==> src/rtl/fft_pkg.sv <==
// Shared types for the FFT output streaming stage: FSM states, the sample
// record carried through the output FIFO, and the address-issue rule.
package fft_pkg;

    localparam int FFT_DATA_WIDTH = 32;

    typedef enum logic [1:0] {
        ST_IDLE = 2'd0,
        ST_READ = 2'd1,
        ST_ACK  = 2'd2
    } fsm_state_t;

    typedef struct packed {
        logic signed [FFT_DATA_WIDTH-1:0] re;
        logic signed [FFT_DATA_WIDTH-1:0] im;
        logic                             sop;
        logic                             eop;
    } fft_sample_t;

    // A read may be issued only if, after this cycle's pop, the samples already
    // buffered plus the one still in flight leave room in the 2-entry FIFO.
    function automatic logic can_issue(input logic [1:0] occ,
                                       input logic       in_flight,
                                       input logic       pop);
        return ({1'b0, occ} + {2'b00, in_flight}) < (3'd2 + {2'b00, pop});
    endfunction

endpackage

==> src/rtl/skid_fifo2.sv <==
// Two-entry FIFO built as a head register plus a skid register. The head
// register drives the outputs directly, so the presented sample is held
// stable while the consumer stalls.
module skid_fifo2 #(
    parameter int WIDTH = 8
) (
    input  logic             clk,
    input  logic             sclr_n,
    input  logic             i_wr_en,
    input  logic [WIDTH-1:0] i_wr_data,
    input  logic             i_rd_ready,
    output logic             o_valid,
    output logic [WIDTH-1:0] o_data,
    output logic [1:0]       o_count
);

    logic             r_head_valid;
    logic             r_skid_valid;
    logic [WIDTH-1:0] r_head;
    logic [WIDTH-1:0] r_skid;
    logic             w_pop;
    logic             w_head_free;

    assign w_pop       = r_head_valid & i_rd_ready;
    assign w_head_free = ~r_head_valid | w_pop;

    // Occupancy flags: head refills from skid first, then from the write port.
    always_ff @(posedge clk) begin
        if (!sclr_n) begin
            r_head_valid <= 1'b0;
            r_skid_valid <= 1'b0;
        end else if (w_head_free) begin
            r_head_valid <= r_skid_valid | i_wr_en;
            r_skid_valid <= r_skid_valid & i_wr_en;
        end else begin
            r_head_valid <= 1'b1;
            r_skid_valid <= r_skid_valid | i_wr_en;
        end
    end

    // Payload registers carry no reset; their validity is tracked above.
    always_ff @(posedge clk) begin
        if (w_head_free) begin
            r_head <= r_skid_valid ? r_skid : i_wr_data;
            r_skid <= i_wr_data;
        end else if (!r_skid_valid) begin
            r_skid <= i_wr_data;
        end else begin
            r_skid <= r_skid;
        end
    end

    assign o_valid = r_head_valid;
    assign o_data  = r_head;
    assign o_count = {1'b0, r_head_valid} + {1'b0, r_skid_valid};

endmodule

==> src/rtl/fft_stream_out.sv <==
// Streams one frame of N complex samples out of an upstream buffer with a
// registered read port, through a 2-entry FIFO, to a ready/valid consumer.
// The issue rule keeps buffered plus in-flight samples within the FIFO depth.
module fft_stream_out
    import fft_pkg::*;
#(
    parameter int ADDR_WIDTH = 9,
    parameter int DATA_WIDTH = 32
) (
    input  logic                         clk,
    input  logic                         sclr_n,
    input  logic                         sink_ready,
    output logic [ADDR_WIDTH-1:0]        sink_rdaddr,
    input  logic signed [DATA_WIDTH-1:0] sink_Re,
    input  logic signed [DATA_WIDTH-1:0] sink_Im,
    output logic                         sink_rdack,
    output logic signed [DATA_WIDTH-1:0] source_Re,
    output logic signed [DATA_WIDTH-1:0] source_Im,
    output logic                         source_valid,
    output logic                         source_sop,
    output logic                         source_eop,
    input  logic                         source_ready,
    output logic                         error
);

    localparam logic [ADDR_WIDTH-1:0] LAST_ADDR = {ADDR_WIDTH{1'b1}};

    typedef struct packed {
        logic signed [DATA_WIDTH-1:0] re;
        logic signed [DATA_WIDTH-1:0] im;
        logic                         sop;
        logic                         eop;
    } sample_t;

    fsm_state_t            r_state;
    fsm_state_t            w_next_state;
    logic [ADDR_WIDTH-1:0] r_addr;
    logic [ADDR_WIDTH-1:0] w_next_addr;
    logic [ADDR_WIDTH-1:0] r_flight_addr;
    logic                  r_in_flight;
    logic                  r_rdack;
    logic                  r_error;
    logic                  w_issue;
    logic                  w_err;
    logic                  w_pop;
    logic                  w_fifo_valid;
    logic [1:0]            w_fifo_count;
    sample_t               w_wr_data;
    sample_t               w_head;

    assign w_pop = w_fifo_valid & source_ready;

    // Next-state, read-address and protocol-error decode.
    always_comb begin
        w_next_state = r_state;
        w_next_addr  = r_addr;
        w_issue      = 1'b0;
        w_err        = 1'b0;
        case (r_state)
            ST_IDLE: begin
                if (sink_ready) begin
                    w_next_state = ST_READ;
                    w_next_addr  = '0;
                end else begin
                    w_next_state = ST_IDLE;
                end
            end
            ST_READ: begin
                w_err = ~sink_ready;
                if (can_issue(w_fifo_count, r_in_flight, w_pop)) begin
                    w_issue = 1'b1;
                    if (r_addr == LAST_ADDR) begin
                        w_next_state = ST_ACK;
                    end else begin
                        w_next_addr = r_addr + ADDR_WIDTH'(1);
                    end
                end else begin
                    w_next_state = ST_READ;
                end
            end
            ST_ACK: begin
                w_err        = ~sink_ready;
                w_next_state = ST_IDLE;
            end
            default: begin
                w_next_state = ST_IDLE;
            end
        endcase
    end

    // State, address counter, in-flight tracking and pulse outputs.
    always_ff @(posedge clk) begin
        if (!sclr_n) begin
            r_state       <= ST_IDLE;
            r_addr        <= '0;
            r_in_flight   <= 1'b0;
            r_flight_addr <= '0;
            r_rdack       <= 1'b0;
            r_error       <= 1'b0;
        end else begin
            r_state     <= w_next_state;
            r_addr      <= w_next_addr;
            r_in_flight <= w_issue;
            r_rdack     <= w_issue & (r_addr == LAST_ADDR);
            r_error     <= w_err;
            if (w_issue) begin
                r_flight_addr <= r_addr;
            end else begin
                r_flight_addr <= r_flight_addr;
            end
        end
    end

    // Returning read data is tagged with frame-boundary flags from its index.
    always_comb begin
        w_wr_data.re  = sink_Re;
        w_wr_data.im  = sink_Im;
        w_wr_data.sop = (r_flight_addr == '0);
        w_wr_data.eop = (r_flight_addr == LAST_ADDR);
    end

    skid_fifo2 #(
        .WIDTH($bits(sample_t))
    ) u_fifo (
        .clk        (clk),
        .sclr_n     (sclr_n),
        .i_wr_en    (r_in_flight),
        .i_wr_data  (w_wr_data),
        .i_rd_ready (source_ready),
        .o_valid    (w_fifo_valid),
        .o_data     (w_head),
        .o_count    (w_fifo_count)
    );

    assign sink_rdaddr  = r_addr;
    assign sink_rdack   = r_rdack;
    assign error        = r_error;
    assign source_valid = w_fifo_valid;
    assign source_Re    = w_head.re;
    assign source_Im    = w_head.im;
    assign source_sop   = w_head.sop & w_fifo_valid;
    assign source_eop   = w_head.eop & w_fifo_valid;

endmodule

==> config.mk <==
export PLATFORM = sky130hd
export DESIGN_NAME = fft_stream_out
export DESIGN_NICKNAME = d
export VERILOG_FILES = /design/src/rtl/fft_pkg.sv /design/src/rtl/skid_fifo2.sv /design/src/rtl/fft_stream_out.sv
export SDC_FILE = /design/constraint.sdc
export NUM_CORES = 1
export LEC_CHECK = 0
export ABC_AREA = 1
export CORE_MARGIN = 2
export CORE_UTILIZATION = 40
export CTS_CLUSTER_DIAMETER = 150
export DETAILED_ROUTE_END_ITERATION = 10
export PLACE_DENSITY = 0.65
export SYNTH_ARGS = -nofsm -noshare
export SYNTH_HDL_FRONTEND = slang
export SYNTH_SLANG_ARGS = --single-unit
==> constraint.sdc <==
create_clock -name clk -period 3.31 [get_ports clk]
set_input_delay 0.8275 -clock clk [delete_from_list [all_inputs] [get_ports clk]]
set_output_delay 0.8275 -clock clk [all_outputs]
set_load 0.03 [all_outputs]
==> summary.md <==
| Metric | Value |
|---|---|
| Clk root buf | `clkbuf_16` |
| Cell variety after synth | `26` |
| MaxCap Viol Count | `0` |
| Syn_area_per_cell | `8.88 um2` |
| Critical path peak fanout | `6` |
| Critical path capture point type | `primary output` |
| H-tree Lvls | `4` |
| Post-CTS resize count | `0` |
| Hold Path Stages | `2` |
| Starting density of the core | `41.3%` |
| Crit path launch type | `flip-flop` |
| RSZ-0062 raised after global routing | `false` |
| Post-synth top cells | `nand2_1, o21ai_0, inv_1` |
| Most frequent cell after synthesis | `nand2_1` |
| Final Max Slew Viols | `0` |
| CTS sink cnt | `157` |
| Ys async rst share | `0%` |
| Peak VDD IR | `340 uV` |
| Area contributors post-synth | `edfxtp_1, dfxtp_1, o21ai_0` |
| Die ar. | `17600 um2` |
| Post-synth EDFFs | `66` |
| Hold Buf Count CTS | `0` |
| Worst skew pair latency | `0.41 ns` |
| Post-Syn Instances | `744` |
| Longest Clk Path Bufs | `2` |
| Worst slew margin | `39.8%` |
| Synth top area share | `30.0%` |
| Num CTS Buffers | `17` |
| Status | `complete, no violations` |
| Tcrit/Tclk final | `78.0%` |
| Worst Max-Slew Pin Slew | `0.903 ns` |
| Hold WC Path Type | `reg2reg` |
| Setup TNS | `0 ns` |
| Final net count | `894` |
| Initial antenna violation count | `0` |
| Die Y | `133 um` |
| Setup violators final | `0` |
| Final Skew | `0.00803 ns` |
| Worst-case reg-to-reg path depth | `8` |
| Fmax | `0.387 GHz` |
| Layout fillers | `1517` |
| Sequential area share after synthesis | `57.5%` |
| CTS tree | `done` |
| WP data required | `2.48 ns` |
| # DRC | `0` |
| Antenna cells | `0` |
| Initial DRT Pass Iterations | `4` |
| Pin count of the biggest net entering global routing | `110` |
| Number of DRC markers in iteration 0 | `248` |
| Placeable Area | `16000 um2` |
| Avg WL per Cell | `12.1 um` |
| Setup ws final | `0.727 ns` |
| Final WL | `12700 um` |
| DP Wirelength | `8770 um` |
| IO Count | `146` |
| First-pass GRT wire length | `21100 um` |
| Post-synth top area cell | `edfxtp_1` |
| Vias after detailed routing | `4636` |
| Share of post-route cells with drive strength above 1 | `5.28%` |
| Fin crit period | `2.58 ns` |
| Crit-path max cell delay | `0.68 ns` |
| Routability cong. | `0.865` |
| GR Overflow Total | `0` |
| CP cell instances | `nand2_1, inv_1, clkdlybuf4s50_1` |
| Synth Net Count | `817` |
| GRT Overall Usage | `14.9%` |
| Multi-input gate area | `1810 um2` |
| PwrDens | `539 nW/um2` |
| Vias in the first global route | `4363` |
| Die width | `133 um` |
| Sequential cell area | `3810 um2` |
| Pre-CTS WS | `0.874 ns` |
| Layout area overhead | `26.3%` |
| Number of post-CTS setup repair buffers | `0` |
| Mapped cell area | `6610 um2` |
| Std cell rows | `46` |
| Via/cell ratio | `4.42` |
| Yosys warnings | `0` |
| Buffers on Ports | `145` |
| Clk pin slew, worst setup/hold paths | `0.06 ns` |
| Synthesized flop and latch total | `157` |
| Main flop type after synthesis | `dfxtp_1` |
| Leakage | `3.29 nW` |
| Slowest cell on crit path | `clkdlybuf4s50_1` |
| Final Hold Fails | `0` |
| WS Path Type | `reg2out` |
| Detail Route Antenna Nets | `0` |
| Crit path DAT | `1.76 ns` |
layer usage:
metal	global-route usage, %	part of all wire, %	vias up
li1	-	-	2478
met3	4.29	5.6	7
met2	24.3	47	110
met5	0	0	-
met4	4.84	0.62	0
met1	19.2	47	2041
cell families (layout without fill, tap and decap cells):
kind of cell    after synthesis  after routing  share of synthesized area, %
buf+inv                     190            280                          15.2
simple gates                237            237                          14.2
fa+ha+maj                     5              5                          1.06
flops                       157            157                          57.5
compound gates              155            155                          12.0
state kept, by name, indices dropped and copies added (netlist names):
register,cells
error,1
r_flight_addr,9
r_in_flight,1
r_state,2
sink_rdack,1
sink_rdaddr,9
u_fifo.o_data,66
u_fifo.o_valid,1
u_fifo.r_skid,66
u_fifo.r_skid_valid,1
stage by stage:
step	power [mW]	hold WS (ns)	cell area, um2	std cells	utilization (%)
final	4.50	0.478	8350	1050	52.2
after global routing	4.67	0.506	8350	1050	52.2
after CTS	4.55	0.480	8350	1050	52.2
after detailed placement	2.68	0.472	7770	1018	48.6
after global placement	2.67	0.467	7770	1018	48.6
after floorplan	2.52	0.443	6610	744	-
layout make-up:
class	instances	area share [%]
multi-input cells	397	21.6
clock inverters	12	1.44
inverters	96	4.32
well taps	216	3.24
clock buffers	20	5.47
flip-flops and latches	157	45.6
repair buffers	152	18.3
power by group:
part / leakage, nW / internal (mW) / switching, mW
sequential: 1.46 / 2.14 / 0.0385
combinational: 1.55 / 0.206 / 0.248
clock: 0.281 / 1.14 / 0.725
total: 3.29 / 3.49 / 1.01
path summary, 6_finish.rpt:
| path | start | end | slack [ns] |
|---|---|---|---|
| hold reg to reg | r_flight_addr[8] | r_flight_addr[8] | 0.48 |
| hold / removal | r_flight_addr[8] | r_flight_addr[8] | 0.48 |
| setup / recovery | u_fifo.o_valid | source_sop | 0.73 |
| setup reg to reg | u_fifo.r_skid_valid | r_state[1] | 1.23 |
critical path, delay by kind of cell, from the launching register on:
family,cells,cell delay (ns)
and+or+nand+nor,1,0.10
buffers and inverters,2,0.74
DFF,1,0.51
placed cells by master (no fill, tap or decap), drive strengths merged:
cell type / count
a21oi: 11
or3: 1
dfxtp: 91
bufinv: 2
nor3: 3
nand2: 174
clkdlybuf4s50: 145
clkinv: 8
buf: 7
nor2: 37
clkinvlp: 2
a21boi: 3
clkbuf: 20
inv: 96
o21ai: 140
fa: 1
ha: 4
nand4: 1
nand3: 17
a31oi: 1
edfxtp: 66
or2: 3
nor3b: 1
Power figures use the tool's default switching activity.
